==> config.mk <==
export PLATFORM = sky130hd
export DESIGN_NAME = pixel_stream_sink
export DESIGN_NICKNAME = d
export VERILOG_FILES = /design/src/rtl/pixel_stream_sink.sv
export SDC_FILE = /design/constraint.sdc
export NUM_CORES = 1
export LEC_CHECK = 0
export ABC_AREA = 0
export BUFFER_PORTS_ARGS = -buffer_cell sky130_fd_sc_hd__buf_2
export CORE_ASPECT_RATIO = 0.9
export CORE_MARGIN = 2
export CORE_UTILIZATION = 40
export DETAILED_ROUTE_END_ITERATION = 12
export GPL_ROUTABILITY_DRIVEN = 0
export PLACE_DENSITY = 0.68
export SYNTH_ARGS = -nofsm -noshare
export SYNTH_HDL_FRONTEND = slang
export SYNTH_SLANG_ARGS = --single-unit
export TNS_END_PERCENT = 100
==> constraint.sdc <==
create_clock -name clk -period 4.5 [get_ports clk]
set_clock_uncertainty 0.2 [all_clocks]
set_input_delay 0.675 -clock clk [delete_from_list [all_inputs] [get_ports clk]]
set_output_delay 0.675 -clock clk [all_outputs]
set_load 0.03 [all_outputs]
==> src/rtl/pixel_stream_sink.sv <==
// -----------------------------------------------------------------------------
// pixel_stream_sink
//
// Receiving end of the generator's pixel stream. Beats arrive on a valid/ready
// handshake tagged with start-of-frame (sop) and end-of-frame (eop). They are
// buffered in a small FIFO and then replayed as linear-address writes into a
// frame buffer. The sink rebuilds the raster position itself. It flags framing
// errors, resynchronises on the next sop, and counts completed frames.
//
// Ports
//   clk          clock, all logic on the rising edge
//   reset        asynchronous active-low reset (0 = reset)
//   in_valid     input beat present
//   in_ready     sink can accept a beat (registered, = FIFO not full)
//   in_colour    pixel colour
//   in_sop       beat is the first pixel of a frame
//   in_eop       beat is the last pixel of a frame
//   wr_en        frame buffer write request (held until wr_ready)
//   wr_addr      linear address y*SCREEN_WIDTH+x
//   wr_data      colour to write
//   wr_ready     frame buffer accepts the write this cycle
//   frame_done   one-cycle pulse: a complete frame was written
//   err          one-cycle pulse: framing error detected
//   frame_count  completed-frame counter, wraps 255 -> 0
// -----------------------------------------------------------------------------
module pixel_stream_sink #(
    parameter int DATA_WIDTH    = 10,
    parameter int RBG_SIZE      = 24,
    parameter int SCREEN_WIDTH  = 640,
    parameter int SCREEN_HEIGHT = 480,
    parameter int FIFO_DEPTH    = 4,
    parameter int ADDR_WIDTH    = 19
) (
    input  logic                  clk,
    input  logic                  reset,
    input  logic                  in_valid,
    output logic                  in_ready,
    input  logic [RBG_SIZE-1:0]   in_colour,
    input  logic                  in_sop,
    input  logic                  in_eop,
    output logic                  wr_en,
    output logic [ADDR_WIDTH-1:0] wr_addr,
    output logic [RBG_SIZE-1:0]   wr_data,
    input  logic                  wr_ready,
    output logic                  frame_done,
    output logic                  err,
    output logic [7:0]            frame_count
);

    localparam int ENTRY_W = RBG_SIZE + 2;
    localparam int PTR_W   = $clog2(FIFO_DEPTH);
    localparam int CNT_W   = PTR_W + 1;

    localparam logic [CNT_W-1:0]      FIFO_FULL_CNT = CNT_W'(FIFO_DEPTH);
    localparam logic [DATA_WIDTH-1:0] X_LAST        = DATA_WIDTH'(SCREEN_WIDTH - 1);
    localparam logic [DATA_WIDTH-1:0] Y_LAST        = DATA_WIDTH'(SCREEN_HEIGHT - 1);

    localparam logic [1:0] ST_WAIT_SOP = 2'd0;
    localparam logic [1:0] ST_RECV     = 2'd1;
    localparam logic [1:0] ST_DROP     = 2'd2;

    // -------------------------------------------------------------------------
    // Input FIFO
    // -------------------------------------------------------------------------
    logic [ENTRY_W-1:0] fifo_mem [FIFO_DEPTH];
    logic [PTR_W-1:0]   wr_ptr_reg;
    logic [PTR_W-1:0]   rd_ptr_reg;
    logic [CNT_W-1:0]   count_reg;
    logic [CNT_W-1:0]   count_next;
    logic               in_ready_reg;

    logic               push;
    logic               pop;
    logic               head_valid;
    logic [RBG_SIZE-1:0] head_colour;
    logic               head_sop;
    logic               head_eop;

    // in_ready_reg always reflects "not full" for the current count, so a
    // full FIFO never accepts a beat even when it pops in the same cycle.
    assign push       = in_valid && in_ready_reg;
    assign head_valid = (count_reg != '0);
    assign {head_colour, head_sop, head_eop} = fifo_mem[rd_ptr_reg];

    // Storage holds no control state, so it needs no reset; each entry is
    // written only when the write pointer selects it.
    generate
        for (genvar gi = 0; gi < FIFO_DEPTH; gi++) begin : g_fifo_entry
            always_ff @(posedge clk) begin
                if (push && (wr_ptr_reg == PTR_W'(gi))) begin
                    fifo_mem[gi] <= {in_colour, in_sop, in_eop};
                end
            end
        end
    endgenerate

    always_comb begin
        count_next = count_reg;
        case ({push, pop})
            2'b10:   count_next = count_reg + CNT_W'(1);
            2'b01:   count_next = count_reg - CNT_W'(1);
            default: count_next = count_reg;
        endcase
    end

    always_ff @(posedge clk or negedge reset) begin
        if (!reset) begin
            wr_ptr_reg   <= '0;
            rd_ptr_reg   <= '0;
            count_reg    <= '0;
            in_ready_reg <= 1'b0;
        end else begin
            if (push) begin
                wr_ptr_reg <= wr_ptr_reg + PTR_W'(1);
            end
            if (pop) begin
                rd_ptr_reg <= rd_ptr_reg + PTR_W'(1);
            end
            count_reg    <= count_next;
            in_ready_reg <= (count_next != FIFO_FULL_CNT);
        end
    end

    // -------------------------------------------------------------------------
    // Framing FSM and raster position
    // -------------------------------------------------------------------------
    logic [1:0]            state_reg;
    logic [1:0]            state_next;
    logic [DATA_WIDTH-1:0] x_reg;
    logic [DATA_WIDTH-1:0] x_next;
    logic [DATA_WIDTH-1:0] y_reg;
    logic [DATA_WIDTH-1:0] y_next;
    logic [ADDR_WIDTH-1:0] addr_reg;
    logic [ADDR_WIDTH-1:0] addr_next;
    // Set once a stray beat has been reported in WAIT_SOP, so a run of
    // stray beats raises a single err pulse.
    logic                  stray_seen_reg;
    logic                  stray_seen_next;

    logic                  wr_en_reg;
    logic [ADDR_WIDTH-1:0] wr_addr_reg;
    logic [RBG_SIZE-1:0]   wr_data_reg;
    logic                  frame_done_reg;
    logic                  err_reg;
    logic [7:0]            frame_count_reg;

    logic                  out_free;
    logic                  do_write;
    logic                  set_done;
    logic                  set_err;
    logic [DATA_WIDTH-1:0] pos_x;
    logic [DATA_WIDTH-1:0] pos_y;
    logic [ADDR_WIDTH-1:0] pix_addr;
    logic                  is_last;

    // The output register can take a new pixel when it is empty or when its
    // current write completes on this edge.
    assign out_free = !wr_en_reg || wr_ready;

    always_comb begin
        pop             = 1'b0;
        do_write        = 1'b0;
        set_done        = 1'b0;
        set_err         = 1'b0;
        state_next      = state_reg;
        x_next          = x_reg;
        y_next          = y_reg;
        addr_next       = addr_reg;
        stray_seen_next = stray_seen_reg;
        pos_x           = x_reg;
        pos_y           = y_reg;
        pix_addr        = addr_reg;
        is_last         = 1'b0;

        if (head_valid) begin
            if (head_sop || (state_reg == ST_RECV)) begin
                // Beat that becomes a write: wait for room in the output reg.
                if (out_free) begin
                    pop      = 1'b1;
                    do_write = 1'b1;
                    if (head_sop) begin
                        // A sop always restarts the raster at the origin. In
                        // RECV this means the previous frame was cut short.
                        pos_x           = '0;
                        pos_y           = '0;
                        pix_addr        = '0;
                        stray_seen_next = 1'b0;
                        if (state_reg == ST_RECV) begin
                            set_err = 1'b1;
                        end
                    end

                    is_last   = (pos_x == X_LAST) && (pos_y == Y_LAST);
                    addr_next = pix_addr + ADDR_WIDTH'(1);
                    if (pos_x == X_LAST) begin
                        x_next = '0;
                        y_next = (pos_y == Y_LAST) ? '0 : pos_y + DATA_WIDTH'(1);
                    end else begin
                        x_next = pos_x + DATA_WIDTH'(1);
                        y_next = pos_y;
                    end

                    if (is_last && head_eop) begin
                        set_done   = 1'b1;
                        state_next = ST_WAIT_SOP;
                    end else if (is_last) begin
                        // Frame overran its size: drop until its eop shows up.
                        set_err    = 1'b1;
                        state_next = ST_DROP;
                    end else if (head_eop) begin
                        set_err    = 1'b1;
                        state_next = ST_WAIT_SOP;
                    end else begin
                        state_next = ST_RECV;
                    end
                end
            end else begin
                // Discarded beats do not touch the output register, so they
                // drain even while the frame buffer is stalling.
                pop = 1'b1;
                if (state_reg == ST_DROP) begin
                    if (head_eop) begin
                        state_next = ST_WAIT_SOP;
                    end
                end else if (!stray_seen_reg) begin
                    set_err         = 1'b1;
                    stray_seen_next = 1'b1;
                end
            end
        end
    end

    always_ff @(posedge clk or negedge reset) begin
        if (!reset) begin
            state_reg       <= ST_WAIT_SOP;
            x_reg           <= '0;
            y_reg           <= '0;
            addr_reg        <= '0;
            stray_seen_reg  <= 1'b0;
            wr_en_reg       <= 1'b0;
            wr_addr_reg     <= '0;
            wr_data_reg     <= '0;
            frame_done_reg  <= 1'b0;
            err_reg         <= 1'b0;
            frame_count_reg <= '0;
        end else begin
            state_reg      <= state_next;
            x_reg          <= x_next;
            y_reg          <= y_next;
            addr_reg       <= addr_next;
            stray_seen_reg <= stray_seen_next;
            frame_done_reg <= set_done;
            err_reg        <= set_err;

            if (do_write) begin
                wr_en_reg   <= 1'b1;
                wr_addr_reg <= pix_addr;
                wr_data_reg <= head_colour;
            end else if (wr_ready) begin
                wr_en_reg <= 1'b0;
            end

            if (set_done) begin
                frame_count_reg <= frame_count_reg + 8'd1;
            end
        end
    end

    assign in_ready    = in_ready_reg;
    assign wr_en       = wr_en_reg;
    assign wr_addr     = wr_addr_reg;
    assign wr_data     = wr_data_reg;
    assign frame_done  = frame_done_reg;
    assign err         = err_reg;
    assign frame_count = frame_count_reg;

endmodule

==> results of run 1 <==
## cells in the final DEF, fill, tap and decap left out, types with 11 or more instances in the layout
master / instances
nand3_1: 36
dfrtp_1: 103
buf_4: 12
nor2_1: 17
xor2_1: 14
nand2_1: 147
edfxtp_1: 104
nand4_1: 20
inv_1: 11
buf_2: 83
o21ai_0: 36
nor3_1: 13
clkbuf_16: 21
mux4_2: 26
## power groups by stage
stage | clock network (mW) | logic [mW] | registers [mW]
floorplan | 0 | 1.45 | 2.84
global placement | 0 | 2.26 | 2.61
detailed placement | 0 | 2.29 | 2.62
CTS | 1.62 | 2.30 | 2.59
global route | 1.69 | 2.49 | 2.63
finish | 1.57 | 2.25 | 2.58
## per-layer routing
metal	vias to the layer above	GRT usage
met5	-	0
met3	20	0.0367
met2	128	0.257
li1	2610	-
met4	0	0.0313
met1	2647	0.207
## cells by family after synthesis
family | synth area share
multiplexers | 0.0753
adder cells (fa/ha/maj) | 0.0151
XOR/XNOR | 0.0210
flip-flops | 0.654
AND/OR/NAND/NOR | 0.153
AO/OA/AOI/OAI | 0.0600
buffers and inverters | 0.0223
## synth_stat cells (9+ instances only)
library cell | number | area (um^2)
nand2_1 | 147 | 552
dfrtp_1 | 104 | 2600
edfxtp_1 | 104 | 3120
nand3_1 | 36 | 180
o21ai_0 | 36 | 180
mux4_2 | 26 | 586
nand4_1 | 20 | 125
nor2_1 | 17 | 63.8
xor2_1 | 14 | 123
nor3_1 | 13 | 65.1
buf_2 | 12 | 60.1
clkbuf_1 | 12 | 45.0
and3_1 | 11 | 68.8
inv_1 | 11 | 41.3
a21oi_1 | 9 | 45.0
ha_1 | 9 | 113
nor2b_1 | 9 | 56.3
## cell type report
type                            count  area, um^2
Fill cell                        1946       11500
Multi-Input combinational cell    421        2850
Sequential cell                   208        5730
Clock inverter                      7        45.0
Antenna cell                        1        2.50
Inverter                           11        41.3
Timing Repair Buffer               95         505
Tap cell                          291         364
Clock buffer                       28         562
## final timing paths
path	to	slack, ns	cells after the start
min in group clk	fifo_mem[1][12]	0.19	1
worst min register to register	wr_addr[6]	0.26	2
worst max-delay path	frame_count[1]	0.93	8
worst max register to register	frame_count[1]	0.93	8
max in group asynchronous	frame_count[4]	3.14	2
worst min-delay path	wr_en	0.12	1
## worst max-delay path: stages, from the launching register on
cell and delay, ns:
edfxtp_1 0.39, mux4_2 0.61, nor2b_1 0.17, ha_1 0.21
nand3_2 0.16, nor4_4 0.46, nand3_1 0.48, nor3b_2 0.40
mux2_1 0.36
==> out/metrics.cfg, run 1 <==
[cells_and_area]
nNetsFinal=798
drive_above_1_share=0.223
final_cells=1062
syn_to_final_growth_pct=15.3
largest_register_ffs=104
postLayoutCellArea_um2=10100
final_util=0.468

[outcome]
run_status=finished, final reports clean

[yosys]
synth_cell_types=58
async_flop_share=0.500
syn-instance-count=672
synth_seq_cells=208
synth_top_flop_cell=edfxtp_1
syn_area_um2=8760
ys_seq_area_frac=0.654
synth_edf_count=104
yosysWarnings=0
synthesis.nets=712
syn_area_per_cell_um2=13.0

[worst_setup_path]
crit_type=reg2reg
startpoint_type=flip-flop
r2r-start=fifo_mem[3][1]
cp-end-kind=flip-flop
cp_data_required_time_ns=4.68
crit_path_start=fifo_mem[3][1]
worstPathMaxFanout=11
worstPathArrival_ns=3.75

[route]
detail-route-antenna-nets=0
dr.pass1.iters=4
drt_iter0_markers=419
vias_per_cell=5.09
drcViolationCount=0
wl_met2_um=8310
top_layer=met4
vias=5405
dr_wl_met3_um=1060
drt_wl_total_um=17500
wl_per_cell_um=16.4
drt-met1-wl_um=7870

[placed_design]
dp_slack_ns=0.930
dp_cells=1026
dpl_cell_area_um2=9490
detailed_place_hpwl_um=10900
portBuffers=84

[timing]
final_hold_viol_count=0
setup-violations-final=0
setup_tns_ns=0
relSlewSlack=0.388
fin_crit_ns=3.57
slew_violations=0
rsz0062_at_grt=no
fmax_mhz=280
finalCritPeriodShare=0.793
worst_hold_slack_ns=0.120
fin_ws_ns=0.930
worst_slew_pin_slew_ns=0.917

[job]
drv_cap=0

[cts]
cts-root-buf=clkbuf_16
cts_made_buffers=21
cts_sinks=208
cts.reportedPaths.clkPinSlew_ns=0.06
postCtsSetupBuffers=0
postCtsHoldBufs=0
clk_latency_ns=0.50
ctsResizeCount=0
cts_buffer_depth=3
htreeDepth=1
cts_tree=yes

[floorplanning]
core_um2=21600
dieWidth_um=160
start_util=0.406
die_h_um=144
die-area_um2=23100
ioPinCount=85
rows=51

[grt]
grt_pass1_vias=5280
grt_use_total=0.153
grt_pass1_wl_um=28100
antenna_found_initial=1
overflow=0
grt_max_degree=69

[pwr]
power_mw=6.40
power_density_nw_per_um2=634
power_switching_mw=2.37
power.share.sequential=0.404
intPower_mw=4.03
vdd_drop_max_v=0.000372
combinationalPowerShare=0.351
p_sw_frac=0.370
clkPwrFrac=0.245
p_leak_nw=4.23

[min_path]
worstHoldPathType=in2async

No activity file was read; power rests on OpenSTA's default activity.
==> run 2, diff against run 1 <==
--- a/config.mk
+++ b/config.mk
@@ -12,7 +12,7 @@
 export CORE_UTILIZATION = 40
 export DETAILED_ROUTE_END_ITERATION = 12
 export GPL_ROUTABILITY_DRIVEN = 0
-export PLACE_DENSITY = 0.68
+export PLACE_DENSITY = 0.7
 export SYNTH_ARGS = -nofsm -noshare
 export SYNTH_HDL_FRONTEND = slang
 export SYNTH_SLANG_ARGS = --single-unit
==> constraint.sdc (replaced) <==
create_clock -name clk -period 3.05 [get_ports clk]
set_clock_uncertainty 0.2 [all_clocks]
set_input_delay 0.4575 -clock clk [delete_from_list [all_inputs] [get_ports clk]]
set_output_delay 0.4575 -clock clk [all_outputs]
set_load 0.03 [all_outputs]
==> out/metrics.cfg, run 2 (synthesis results as in run 1) <==
[placed_design]
portBuffers=84
detailed_place_hpwl_um=11600
dp_slack_ns=0.111

[cts]
cts_tree=yes
clk_latency_ns=0.50
cts_made_buffers=21
cts_sinks=208
cts.reportedPaths.clkPinSlew_ns=0.06
cts-root-buf=clkbuf_16
htreeDepth=1
cts_buffer_depth=3

[route]
drt_wl_total_um=18300
detail-route-antenna-nets=0
drt_iter0_markers=442
dr.pass1.iters=4
vias_per_cell=5.14
drcViolationCount=0
wl_per_cell_um=16.5
vias=5702

[cells_and_area]
multi_input_comb_area_um2=2870
num-fill-cells=1891
syn_to_final_growth_pct=22.1
layout_common_cells=nand2_1, edfxtp_1, dfrtp_1
largest_register_ffs=104
final_util=0.496
nNetsFinal=843
drive_above_1_share=0.240
final_common_cell=nand2_1
seqCellArea_um2=5730

[timing]
setup-violations-final=0
rsz0062_at_grt=no
worst_hold_slack_ns=0.130
slew_violations=0
final_hold_viol_count=0
relSlewSlack=0.474
setup_tns_ns=0
fmax_mhz=347
finalCritPeriodShare=0.944
fin_ws_ns=0.170
worst_slew_pin_slew_ns=0.789
fin_crit_ns=2.88

[worst_setup_path]
crit_type=reg2reg
worstPathArrival_ns=3.06
cp_data_required_time_ns=3.23
r2r_cells=8
worstPathMaxFanout=7
cp-end-kind=flip-flop
startpoint_type=flip-flop

[grt]
grt_pass1_wl_um=30100
overflow=0
antenna_found_initial=1
grt_max_degree=61
grt_pass1_vias=5805
grt_use_total=0.162

[pwr]
power_density_nw_per_um2=943
vdd_drop_max_v=0.000614
p_leak_nw=4.51
power_mw=10.1

[floorplanning]
ioPinCount=85
rows=51
dieWidth_um=160
start_util=0.406
core_um2=21600
die-area_um2=23100
die_h_um=144

[job]
drv_cap=0

[min_path]
hold_depth=3
worstHoldPathType=in2reg

[outcome]
run_status=finished, final reports clean

run 2: repair_timing:
| action | 4_1_cts | 5_1_grt |
|---|---|---|
| hold endpoints to repair | 162 | 0 |
| endpoints found under the setup margin | 0 | 14 |
| hold buffers | 27 | 0 |
| setup buffers | 0 | 1 |
| resized for setup | 0 | 4 |
run 2: critical path, cell delays in order (launching register included):
cell      delay [ns]
edfxtp_1        0.40
mux4_2          0.58
nor2b_2         0.17
ha_2            0.22
nand4_1         0.13
nor4_4          0.37
nand3_2         0.12
nor3b_2         0.23
mux2_1          0.34
run 2: stage by stage:
step	instances	area, um^2
2_1_floorplan	672	8780
3_3_place_gp	1043	9670
3_5_place_dp	1043	9670
4_1_cts	1107	10700
5_1_grt	1109	10700
6_report	1109	10700
run 2: where the power goes:
part / switching [mW] / internal (mW) / leakage, nW / total [mW]
sequential: 0.271 / 3.56 / 2.32 / 3.83
clock: 1.04 / 1.64 / 0.357 / 2.68
combinational: 2.29 / 1.28 / 1.83 / 3.58
total: 3.60 / 6.48 / 4.51 / 10.1
run 2: final timing paths:
path | from | endpoint | slack (ns)
worst max register to register | fifo_mem[3][1] | frame_count[1] | 0.17
worst min-delay path | in_valid | wr_ptr_reg[0] | 0.13
min in group asynchronous | reset | addr_reg[2] | 0.38
worst max-delay path | fifo_mem[3][1] | frame_count[1] | 0.17
max in group asynchronous | reset | rd_ptr_reg[0] | 1.58
worst min register to register | wr_addr[10] | wr_addr[10] | 0.26
run 2: per-layer routing:
layer	share of wire	up-vias	track usage
met1	0.46	2827	0.221
li1	-	2704	-
met4	0.016	0	0.0408
met2	0.47	150	0.272
met5	0	-	0
met3	0.051	21	0.0293
run 2: layout make-up:
cell class | instances | area share
inverters | 11 | 0.00386
multi-input cells | 421 | 0.269
well taps | 291 | 0.0340
diodes | 1 | 0.000234
repair buffers | 140 | 0.0899
flip-flops and latches | 208 | 0.536
clock buffers | 29 | 0.0566
clock inverters | 8 | 0.0113
